<file path="config.mk">
export PLATFORM = sky130hd
export DESIGN_NAME = router_pkt_ctrl_flat
export DESIGN_NICKNAME = d
export VERILOG_FILES = /design/src/rtl/router_pkg.sv /design/src/rtl/router_pkt_ctrl_if.sv /design/src/rtl/router_parity_chk.sv /design/src/rtl/router_pkt_ctrl.sv /design/src/flat_wrapper.sv
export SDC_FILE = /design/constraint.sdc
export NUM_CORES = 1
export LEC_CHECK = 0
export CORE_ASPECT_RATIO = 1.1
export CORE_MARGIN = 8
export CORE_UTILIZATION = 54
export DETAILED_ROUTE_END_ITERATION = 16
export PLACE_DENSITY = 0.82
export SLEW_MARGIN = 20
export SYNTH_ARGS = -nofsm -noshare
export SYNTH_HDL_FRONTEND = slang
export SYNTH_SLANG_ARGS = --single-unit
</file>
<file path="constraint.sdc">
create_clock -name clock -period 2.5 [get_ports clock]
set_input_delay 0.5 -clock clock [delete_from_list [all_inputs] [get_ports clock]]
set_output_delay 0.5 -clock clock [all_outputs]
set_load 0.01 [all_outputs]
</file>
<file path="src/rtl/router_pkg.sv">
// -----------------------------------------------------------------------------
// router_pkg
// Shared definitions for the router input controller: bus widths, header field
// positions, the controller FSM state type and the address-to-port decoder.
// Header byte layout: {len[7:2], addr[1:0]}; addr 3 marks a packet to discard.
// -----------------------------------------------------------------------------
package router_pkg;

  localparam int DATA_W  = 8;
  localparam int N_PORTS = 3;
  localparam int LEN_W   = 6;

  localparam int LEN_MSB  = 7;
  localparam int LEN_LSB  = 2;
  localparam int ADDR_MSB = 1;
  localparam int ADDR_LSB = 0;

  localparam logic [1:0] ADDR_INVALID = 2'b11;

  typedef enum logic [2:0] {
    DECODE,
    LOAD_FIRST,
    LOAD_DATA,
    LOAD_PARITY,
    CHECK,
    DROP
  } state_e;

  // One-hot port select; the invalid address selects nothing, so write_en can
  // never strobe more than one FIFO and never strobes for a dropped packet.
  function automatic logic [N_PORTS-1:0] port_sel(input logic [1:0] addr);
    logic [N_PORTS-1:0] sel;
    case (addr)
      2'd0:    sel = 3'b001;
      2'd1:    sel = 3'b010;
      2'd2:    sel = 3'b100;
      default: sel = 3'b000;
    endcase
    return sel;
  endfunction

endpackage

</file>
<file path="src/rtl/router_pkt_ctrl_if.sv">
// -----------------------------------------------------------------------------
// router_pkt_ctrl_if
// Bundles the source handshake, the FIFO-side write bus and the status flags
// of the router input controller.
//   master modport : packet source / FIFO side (drives pkt_valid, data_in,
//                    fifo_full; observes everything else)
//   slave modport  : router_pkt_ctrl (consumes the source bytes and FIFO full
//                    flags; drives busy, write_en, lfd_state, data_out,
//                    parity_done, err, pkt_dropped)
// Optional macro ROUTER_PKT_ERR_CNT_EN adds err_cnt[7:0] to both modports.
// -----------------------------------------------------------------------------
interface router_pkt_ctrl_if;
  import router_pkg::*;

  logic                pkt_valid;
  logic [DATA_W-1:0]   data_in;
  logic [N_PORTS-1:0]  fifo_full;
  logic                busy;
  logic [N_PORTS-1:0]  write_en;
  logic                lfd_state;
  logic [DATA_W-1:0]   data_out;
  logic                parity_done;
  logic                err;
  logic                pkt_dropped;
`ifdef ROUTER_PKT_ERR_CNT_EN
  logic [7:0]          err_cnt;

  modport master (
    output pkt_valid, data_in, fifo_full,
    input  busy, write_en, lfd_state, data_out, parity_done, err, pkt_dropped,
    input  err_cnt
  );

  modport slave (
    input  pkt_valid, data_in, fifo_full,
    output busy, write_en, lfd_state, data_out, parity_done, err, pkt_dropped,
    output err_cnt
  );
`else
  modport master (
    output pkt_valid, data_in, fifo_full,
    input  busy, write_en, lfd_state, data_out, parity_done, err, pkt_dropped
  );

  modport slave (
    input  pkt_valid, data_in, fifo_full,
    output busy, write_en, lfd_state, data_out, parity_done, err, pkt_dropped
  );
`endif

endinterface

</file>
<file path="src/rtl/router_parity_chk.sv">
// -----------------------------------------------------------------------------
// router_parity_chk
// Running XOR parity of a packet (header plus payload) and comparison against
// the parity byte received at the end of the packet.
// Ports:
//   clock, reset  : rising-edge clock, synchronous active-high reset
//   init          : load the accumulator with data_in (header byte)
//   accumulate    : XOR data_in into the accumulator (payload byte)
//   latch         : capture data_in as the received parity byte
//   check         : update err from the comparison; mismatch pulses this cycle
//   data_in       : byte being accepted from the source
//   mismatch      : check && (received != calculated), single-cycle
//   err           : registered result of the most recent check
// -----------------------------------------------------------------------------
module router_parity_chk
  import router_pkg::*;
(
  input  logic              clock,
  input  logic              reset,
  input  logic              init,
  input  logic              accumulate,
  input  logic              latch,
  input  logic              check,
  input  logic [DATA_W-1:0] data_in,
  output logic              mismatch,
  output logic              err
);

  logic [DATA_W-1:0] calc_par_q, calc_par_d;
  logic [DATA_W-1:0] rx_par_q,   rx_par_d;
  logic              err_q,      err_d;

  always_comb begin
    calc_par_d = calc_par_q;
    rx_par_d   = rx_par_q;
    err_d      = err_q;
    if (init) begin
      calc_par_d = data_in;
    end else if (accumulate) begin
      calc_par_d = calc_par_q ^ data_in;
    end
    if (latch) begin
      rx_par_d = data_in;
    end
    if (check) begin
      err_d = (rx_par_q != calc_par_q);
    end
  end

  always_ff @(posedge clock) begin
    if (reset) begin
      calc_par_q <= '0;
      rx_par_q   <= '0;
      err_q      <= 1'b0;
    end else begin
      calc_par_q <= calc_par_d;
      rx_par_q   <= rx_par_d;
      err_q      <= err_d;
    end
  end

  assign mismatch = check && (rx_par_q != calc_par_q);
  assign err      = err_q;

endmodule

</file>
<file path="src/rtl/router_pkt_ctrl.sv">
// -----------------------------------------------------------------------------
// router_pkt_ctrl
// Upstream input stage of the 1x3 router. Accepts a byte-serial packet
// (header, payload, parity), steers it to one of three FIFOs with zero-latency
// pass-through, back-pressures the source with busy and checks XOR parity.
// Packets addressed to port 3 are consumed and discarded.
// Ports:
//   clock        : rising-edge system clock
//   reset        : synchronous active-high reset; forces all outputs to 0
//   bus (slave)  : pkt_valid, data_in, fifo_full in;
//                  busy, write_en, lfd_state, data_out, parity_done, err,
//                  pkt_dropped out
// Optional macro ROUTER_PKT_ERR_CNT_EN: adds bus.err_cnt, a saturating count
// of parity mismatches, cleared by reset.
// -----------------------------------------------------------------------------
module router_pkt_ctrl
  import router_pkg::*;
(
  input  logic              clock,
  input  logic              reset,
  router_pkt_ctrl_if.slave  bus
);

  state_e             state_q,   state_d;
  logic [DATA_W-1:0]  hdr_q,     hdr_d;
  logic [LEN_W-1:0]   len_cnt_q, len_cnt_d;

  logic [1:0]         addr_in;
  logic [LEN_W-1:0]   len_in;
  logic [1:0]         addr_cur;
  logic               full_in;
  logic               full_cur;
  logic               accept_cur;

  logic               busy_c;
  logic [N_PORTS-1:0] write_en_c;
  logic               lfd_state_c;
  logic [DATA_W-1:0]  data_out_c;
  logic               parity_done_c;
  logic               pkt_dropped_c;

  logic               par_init, par_acc, par_latch, par_check;
  logic               par_mismatch;
  logic               par_err;

  // Full flag of the FIFO selected by an address; the invalid address is
  // never considered full because dropped packets do not touch any FIFO.
  function automatic logic port_full(input logic [N_PORTS-1:0] full,
                                     input logic [1:0]         addr);
    return |(full & port_sel(addr));
  endfunction

  assign addr_in    = bus.data_in[ADDR_MSB:ADDR_LSB];
  assign len_in     = bus.data_in[LEN_MSB:LEN_LSB];
  assign addr_cur   = hdr_q[ADDR_MSB:ADDR_LSB];
  assign full_in    = port_full(bus.fifo_full, addr_in);
  assign full_cur   = port_full(bus.fifo_full, addr_cur);
  assign accept_cur = bus.pkt_valid && !full_cur;

  always_ff @(posedge clock) begin
    if (reset) begin
      state_q   <= DECODE;
      hdr_q     <= '0;
      len_cnt_q <= '0;
    end else begin
      state_q   <= state_d;
      hdr_q     <= hdr_d;
      len_cnt_q <= len_cnt_d;
    end
  end

  always_comb begin
    state_d       = state_q;
    hdr_d         = hdr_q;
    len_cnt_d     = len_cnt_q;
    busy_c        = 1'b0;
    write_en_c    = '0;
    lfd_state_c   = 1'b0;
    data_out_c    = '0;
    parity_done_c = 1'b0;
    pkt_dropped_c = 1'b0;
    par_init      = 1'b0;
    par_acc       = 1'b0;
    par_latch     = 1'b0;
    par_check     = 1'b0;

    case (state_q)
      DECODE: begin
        if (bus.pkt_valid) begin
          if (addr_in == ADDR_INVALID) begin
            // Header consumed; only the length is needed to skip the rest.
            len_cnt_d = len_in;
            state_d   = DROP;
          end else if (full_in) begin
            // Hold the header at the source until the target FIFO has room.
            busy_c = 1'b1;
          end else begin
            hdr_d     = bus.data_in;
            len_cnt_d = len_in;
            par_init  = 1'b1;
            state_d   = LOAD_FIRST;
          end
        end
      end

      LOAD_FIRST: begin
        // Header is written from the register one cycle after it was taken.
        busy_c      = 1'b1;
        write_en_c  = port_sel(addr_cur);
        lfd_state_c = 1'b1;
        data_out_c  = hdr_q;
        state_d     = (len_cnt_q != '0) ? LOAD_DATA : LOAD_PARITY;
      end

      LOAD_DATA: begin
        busy_c = full_cur;
        if (accept_cur) begin
          write_en_c = port_sel(addr_cur);
          data_out_c = bus.data_in;
          par_acc    = 1'b1;
          len_cnt_d  = len_cnt_q - 1'b1;
          if (len_cnt_q == LEN_W'(1)) begin
            state_d = LOAD_PARITY;
          end
        end
      end

      LOAD_PARITY: begin
        busy_c = full_cur;
        if (accept_cur) begin
          write_en_c = port_sel(addr_cur);
          data_out_c = bus.data_in;
          par_latch  = 1'b1;
          state_d    = CHECK;
        end
      end

      CHECK: begin
        busy_c        = 1'b1;
        par_check     = 1'b1;
        parity_done_c = 1'b1;
        state_d       = DECODE;
      end

      DROP: begin
        // len_cnt counts the remaining payload bytes; the byte seen at zero
        // is the parity byte, which ends the discarded packet.
        if (bus.pkt_valid) begin
          if (len_cnt_q == '0) begin
            pkt_dropped_c = 1'b1;
            state_d       = DECODE;
          end else begin
            len_cnt_d = len_cnt_q - 1'b1;
          end
        end
      end

      default: begin
        state_d = DECODE;
      end
    endcase
  end

  router_parity_chk u_parity_chk (
    .clock      (clock),
    .reset      (reset),
    .init       (par_init),
    .accumulate (par_acc),
    .latch      (par_latch),
    .check      (par_check),
    .data_in    (bus.data_in),
    .mismatch   (par_mismatch),
    .err        (par_err)
  );

`ifdef ROUTER_PKT_ERR_CNT_EN
  logic [7:0] err_cnt_q, err_cnt_d;

  function automatic logic [7:0] sat_inc8(input logic [7:0] v);
    return (v == 8'hFF) ? v : v + 8'd1;
  endfunction

  always_comb begin
    err_cnt_d = err_cnt_q;
    if (par_mismatch) begin
      err_cnt_d = sat_inc8(err_cnt_q);
    end
  end

  always_ff @(posedge clock) begin
    if (reset) begin
      err_cnt_q <= '0;
    end else begin
      err_cnt_q <= err_cnt_d;
    end
  end

  assign bus.err_cnt = reset ? 8'h00 : err_cnt_q;
`else
  logic unused_mismatch;
  assign unused_mismatch = par_mismatch;
`endif

  // Outputs are combinational, so reset masks them to 0 in the same cycle.
  assign bus.busy        = reset ? 1'b0 : busy_c;
  assign bus.write_en    = reset ? '0   : write_en_c;
  assign bus.lfd_state   = reset ? 1'b0 : lfd_state_c;
  assign bus.data_out    = reset ? '0   : data_out_c;
  assign bus.parity_done = reset ? 1'b0 : parity_done_c;
  assign bus.pkt_dropped = reset ? 1'b0 : pkt_dropped_c;
  assign bus.err         = reset ? 1'b0 : par_err;

endmodule

</file>
<file path="src/flat_wrapper.sv">
// flat-port wrapper written by rule: the top's interface ports become plain ports
module router_pkt_ctrl_flat import router_pkg::*;
  (clock, reset, bus_pkt_valid, bus_data_in, bus_fifo_full, bus_busy, bus_write_en, bus_lfd_state, bus_data_out, bus_parity_done, bus_err, bus_pkt_dropped);
  router_pkt_ctrl_if bus_i ();
  input  logic clock;
  input  logic reset;
  input wire logic [$bits(bus_i.pkt_valid)-1:0] bus_pkt_valid;
  input wire logic [$bits(bus_i.data_in)-1:0] bus_data_in;
  input wire logic [$bits(bus_i.fifo_full)-1:0] bus_fifo_full;
  output wire logic [$bits(bus_i.busy)-1:0] bus_busy;
  output wire logic [$bits(bus_i.write_en)-1:0] bus_write_en;
  output wire logic [$bits(bus_i.lfd_state)-1:0] bus_lfd_state;
  output wire logic [$bits(bus_i.data_out)-1:0] bus_data_out;
  output wire logic [$bits(bus_i.parity_done)-1:0] bus_parity_done;
  output wire logic [$bits(bus_i.err)-1:0] bus_err;
  output wire logic [$bits(bus_i.pkt_dropped)-1:0] bus_pkt_dropped;
  assign bus_i.pkt_valid = bus_pkt_valid;
  assign bus_i.data_in = bus_data_in;
  assign bus_i.fifo_full = bus_fifo_full;
  assign bus_busy = bus_i.busy;
  assign bus_write_en = bus_i.write_en;
  assign bus_lfd_state = bus_i.lfd_state;
  assign bus_data_out = bus_i.data_out;
  assign bus_parity_done = bus_i.parity_done;
  assign bus_err = bus_i.err;
  assign bus_pkt_dropped = bus_i.pkt_dropped;
  router_pkt_ctrl u_core (.clock(clock), .reset(reset), .bus(bus_i));
endmodule
</file>
; Word-level counts from Yosys, hierarchy flattened
; Index checks and enable logic that the tools add are counted.
[classes]
add_sub_neg = 1
eq_ne = 20
muxes = 48
bitwise_logic = 5
reduce_logical = 16
[op_table]
columns = cell, n
row1 = two-way mux 6 bit, 6
row2 = two-way mux 8 bit, 4
row3 = two-way mux 3 bit, 10
row4 = two-way mux 1 bit, 21
row5 = case mux 3 bit (3 select lines), 2
row6 = case mux 6 bit (3 select lines), 1
row7 = case mux 8 bit (2 select lines), 1
row8 = case mux 3 bit (5 select lines), 1
row9 = != test 2 x 1 -> 1 bit (second input constant), 4
row10 = != test 8 bit, 1
row11 = XOR 8 bit, 1
row12 = AND reduction 7 bit, 1
row13 = bitwise AND 3 bit, 2
row14 = == test 2 bit (second input constant), 3
row15 = == test 3 x 2 -> 1 bit (second input constant), 2
row16 = == test 3 bit (second input constant), 2
row17 = == test 6 x 1 -> 1 bit (second input constant), 1
row18 = zero test 6 bit, 1
row19 = != test 2 bit (second input constant), 3
row20 = case mux 3 bit (2 select lines), 1
row21 = AND reduction 6 bit, 1
row22 = nonzero test 6 bit, 1
row23 = OR reduction 3 bit, 2
row24 = subtractor 6 x 1 -> 6 bit (second input constant), 1
row25 = 13 further kinds, 17
[totals]
reg_bits = 34
input_bits = 14
output_inout_bits = 16

; Longest topological paths before layout
[depth]
word_depth = 10
ltp_mapped = 8
depth_no_buf = 7

; Modules after synthesis
; From an unflattened synthesis, not the netlist that was laid out.
[unflattened]
hier_cells = 242
area_unflattened_um2 = 2108.3
[by_module_without_submodules]
columns = module, n_inst, cells_per_inst, area_per_inst_um2, seq_area_each_um2
row1 = router_pkt_ctrl, 1, 149, 1288.7, 340.3
row2 = router_parity_chk, 1, 93, 819.5, 340.3

; Least setup slack after synthesis
; No wires, ideal clock.
[synth_path]
path_type = input to output
from = input port bus_pkt_valid
to = output port bus_write_en[2]
t_arrival_ns = 1.780
t_required_ns = 2.000
slack_ns = 0.220
cell_stages = 5
n_path_buf = 1
path_cell_list = clkbuf_1 -> o211ai_1 -> nor2_1 -> o21ai_0 -> nor3b_1
[synth_via]
elab_chain_len = 4
[synth_lines]
columns = item, line_no
row1 = start: declaration, flat_wrapper.sv:7  ; input wire logic [$bits(bus_i.pkt_valid)-1:0] bus_pkt_valid;
row2 = logical AND 1 bit, router_pkt_ctrl.sv:58  ; assign accept_cur = bus.pkt_valid && !full_cur;
row3 = two-way mux 3 bit, router_pkt_ctrl.sv:117  ; if (accept_cur) begin
row4 = case mux 3 bit (2 select lines), router_pkt_ctrl.sv:87  ; case (state_q)
row5 = two-way mux 3 bit, router_pkt_ctrl.sv:206  ; assign bus.write_en = reset ? '0 : write_en_c;
row6 = end: declaration, flat_wrapper.sv:11  ; output wire logic [$bits(bus_i.write_en)-1:0] bus_write_en;
; No other way between the ends.

; Worst setup path in the final report
[layout_path]
from = input port bus_fifo_full[2]
to = output port bus_data_out[2]
[layout_via]
elab_chain_len = 7
[layout_lines]
columns = item, line_no
row1 = start: declaration, flat_wrapper.sv:9  ; input wire logic [$bits(bus_i.fifo_full)-1:0] bus_fifo_full;
row2 = bitwise AND 3 bit, router_pkt_ctrl.sv:50  ; return |(full & port_sel(addr));
row3 = OR reduction 3 bit, router_pkt_ctrl.sv:50
row4 = zero test 1 bit, router_pkt_ctrl.sv:58
row5 = logical AND 1 bit, router_pkt_ctrl.sv:58
row6 = two-way mux 8 bit, "router_pkt_ctrl.sv:117, router_pkt_ctrl.sv:130"
row7 = case mux 8 bit (2 select lines), router_pkt_ctrl.sv:87
row8 = two-way mux 8 bit, router_pkt_ctrl.sv:208  ; assign bus.data_out = reset ? '0 : data_out_c;
row9 = end: declaration, flat_wrapper.sv:13  ; output wire logic [$bits(bus_i.data_out)-1:0] bus_data_out;
; No other way between the ends.

==> metrics.md <==
| Metric | Value |
|---|---|
| # IOs | `30` |
| Routed length per instance | `16.1 um` |
| Outcome | `complete, no violations` |
| Die ar. | `6120 um2` |
| Final period util | `97.6%` |
| Util after Layout | `73.4%` |
| Area of the multi-input gates | `1310 um2` |
| RSZ-0062 raised after global routing | `no` |
| Clock slew seen by the registers of the worst setup and hold paths | `0.07 ns` |
| Fin. max-slew vios | `0` |
| Syn_nets | `282` |
| Power Density | `796 nW/um2` |
| Reg area | `682 um2` |
| Clock buffer count from CTS | `5` |
| Cells after Synth | `265` |
| Clock power frac | `19.9%` |
| Total power | `2.15 mW` |
| Final WS setup | `0.0612 ns` |
| Psw | `0.838 mW` |
| Setup Crit Path Kind | `in -> out` |
| R2R setup slack | `0.28 ns` |
| Post-synth cell types | `41` |
| Max IR drop VDD | `0.569 mV` |
| Share of synthesized registers carrying an async set or reset | `0%` |
| Die X | `75.3 um` |
| # Max-Cap Violations | `0` |
| Area after DPL | `2590 um2` |
| Core Rows | `23` |
| Starting Density | `56.7%` |
| Worst setup SP type | `input port` |
| Tmin final | `2.44 ns` |
| DRC viols | `0` |
| Die H | `81.2 um` |
| Syn_area_per_cell | `7.88 um2` |
| Combinational power share | `46.0%` |
| # hold bufs at CTS | `0` |
| GRT Total Usage | `20.2%` |
| Area Growth Syn to Fin | `29.5%` |
| Final net count | `332` |
| Detailed placement HPWL | `4300 um` |
| Worst Hold Class | `reg -> reg` |
| Critical Path Source | `bus_fifo_full[2]` |
| Netlist Area Pre-Place | `2090 um2` |
| Vias per cell | `5.95` |
| Slew @ Worst Pin | `0.757 ns` |
| H-tree levels | `2` |
| # diodes | `0` |
| LEAKAGE | `1.09 nW` |
| First-pass GRT wire length | `9610 um` |
| Largest net degree at the start of global routing | `25` |
| Placeable Area | `3680 um2` |
| Worst Setup End Kind | `output pin` |
| Initial antenna violation count | `0` |
| Clock Path Buffers | `2` |
| Filler cell count in the final layout | `306` |
| Worst endpoint required time | `2.00 ns` |
| Final Hold Fails | `0` |
| Commonest non-fill, non-tap cell in the layout | `buf_4` |
| Most area-hungry cell type in the Yosys netlist | `dfxtp_1` |
| Reg2reg path depth | `6` |
| Worst Skew | `0.00624 ns` |
| Cell area after layout | `2710 um2` |
| Reg2reg end | `u_core.u_parity_chk.calc_par_q[5]$_SDFFE_PP0P_` |
| Worst R2R Start | `u_core.hdr_q[1]$_SDFFE_PP0P_` |
| TritonCTS clock tree | `yes` |
| Net Sw Frac | `38.9%` |
| Final setup viols | `0` |
| Vias in the first global route | `2070` |
| Predominant post-synthesis flop cell | `dfxtp_1` |
| Worst slack, placed | `-0.492 ns` |
| Clock Root Buffer | `clkbuf_8` |
| Synth top area share | `32.6%` |
| Post-synth EDFFs | `0` |
| Vias | `2179` |
| Clk_lat worst skew | `0.29 ns` |
| ANT nets after route | `0` |
| Grt total ovfl | `0` |
| RD Place Congestion | `0.873` |
| Crit path max fanout | `8` |
| Hold Crit Depth | `2` |
| Fmax | `410 MHz` |
| DRT iter0 DRCs | `143` |
| Crit path to | `bus_data_out[2]` |
| DRT Wirelength | `5900 um` |
| Main area contributors after synthesis | `dfxtp_1 33%, a21oi_1 6.2%, mux2i_1 6.2%` |
| Seq cells post-synth | `34` |
| Relative slew slack | `49.1%` |
| CP arrival | `1.94 ns` |
| Buffers added on ports | `29` |
| Sequential area share after synthesis | `32.6%` |
| WHS | `0.458 ns` |
| Internal power | `1.32 mW` |
| Sequential share of power | `34.1%` |
| Total clock sinks | `34` |
| TritonRoute pass-1 iters | `5` |
| Commonest non-fill, non-tap cells in the layout | `34 x buf_4, 33 x dfxtp_1, 29 x nor2_1` |
| Yosys Warn Count | `0` |
| Layout cells sized above 1 | `19.3%` |
-- how the worst min path moves through the flow --
stage          slack, ns                          from                            to
3_5_place_dp        0.45  u_core.hdr_q[3]$_SDFFE_PP0P_  u_core.hdr_q[3]$_SDFFE_PP0P_
6_report            0.46  u_core.hdr_q[7]$_SDFFE_PP0P_  u_core.hdr_q[7]$_SDFFE_PP0P_
5_1_grt             0.49  u_core.hdr_q[7]$_SDFFE_PP0P_  u_core.hdr_q[7]$_SDFFE_PP0P_
4_1_cts             0.46  u_core.hdr_q[3]$_SDFFE_PP0P_  u_core.hdr_q[3]$_SDFFE_PP0P_
2_1_floorplan       0.44  u_core.hdr_q[2]$_SDFFE_PP0P_  u_core.hdr_q[2]$_SDFFE_PP0P_
3_3_place_gp        0.45  u_core.hdr_q[3]$_SDFFE_PP0P_  u_core.hdr_q[3]$_SDFFE_PP0P_
-- logic make-up (layout without fill, tap and decap cells) --
| group | Yosys count | count (layout) | synth area share, % |
|---|---|---|---|
| AOI/OAI and AO/OA | 74 | 74 | 22.2 |
| xor gates and xnor gates | 12 | 12 | 5.03 |
| adders and majority gates | 3 | 3 | 1.80 |
| buffers and inverters | 27 | 78 | 5.51 |
| DFF | 34 | 34 | 32.6 |
| muxes | 21 | 21 | 11.1 |
| and+or+nand+nor | 94 | 94 | 21.8 |
-- critical path, stage by stage --
cell             delay [ns]
dlygate4sd2_1          0.27
mux2i_1                0.21
o211ai_1               0.16
nor2_1                 0.16
buf_4                  0.18
a22oi_1                0.07
nor2_1                 0.12
clkdlybuf4s15_2        0.26
-- sequential cells by signal, summed over array words and instances (netlist names) --
register                        count
u_core.hdr_q                        8
u_core.u_parity_chk.calc_par_q      8
u_core.u_parity_chk.rx_par_q        8
u_core.len_cnt_q                    6
u_core.state_q                      3
u_core.u_parity_chk.err             1
-- routing by layer --
metal	global-route usage [%]	routed length (um)	up-vias
met1	23.7	2410	1013
li1	-	-	1047
met3	4.19	433	21
met4	9.81	184	0
met2	33.8	2870	98
met5	0	0	-
-- through the flow --
stage / setup TNS [ns] / cells
floorplan: 0 / 265
global placement: -6.43 / 356
detailed placement: -8.21 / 356
CTS: 0 / 366
global route: 0 / 366
finish: 0 / 366
-- power by group through the flow --
stage,clock [mW],combinational [mW],sequential [mW]
after CTS,0.435,0.976,0.728
after global placement,0,0.945,0.734
final,0.429,0.990,0.734
after detailed placement,0,0.969,0.740
after global routing,0.462,1.09,0.748
after floorplan,0,0.676,0.708
-- cells in the mapped netlist, types with 2 or more instances --
cell type and count:
or3_1 2, xor2_1 4, a2111o_1 3, mux2i_1 13, o21ai_0 18, nand3_1 2, nor4_1 3, nor2b_1 2
buf_2 5, and3_1 8, dfxtp_1 34, nand2b_1 3, nor2_1 30, nand3b_1 3, xnor2_1 8, nor3b_1 4
nand2_1 24, clkbuf_1 14, nor3_1 8, a22oi_1 8, a21oi_1 26, mux2_2 7, o211ai_1 7, inv_1 7
a31oi_1 2, a21o_1 3, ha_1 3
-- timing repair --
item	in CTS	in global routing
endpoints found under the setup margin	16	4
resized for setup	34	7
pin swaps	2	0
hold endpoints to repair	0	0
setup buffers	2	0
gates cloned	0	0
-- cell type report --
| cell class | instances | share of cell area (%) |
|---|---|---|
| Multi-Input combinational cell | 204 | 48.3 |
| Inverter | 7 | 0.971 |
| Sequential cell | 34 | 25.2 |
| Clock inverter | 2 | 0.463 |
| Tap cell | 50 | 2.31 |
| Timing Repair Buffer | 63 | 19.7 |
| Clock buffer | 6 | 3.05 |
No activity file was read; power rests on OpenSTA's default activity.
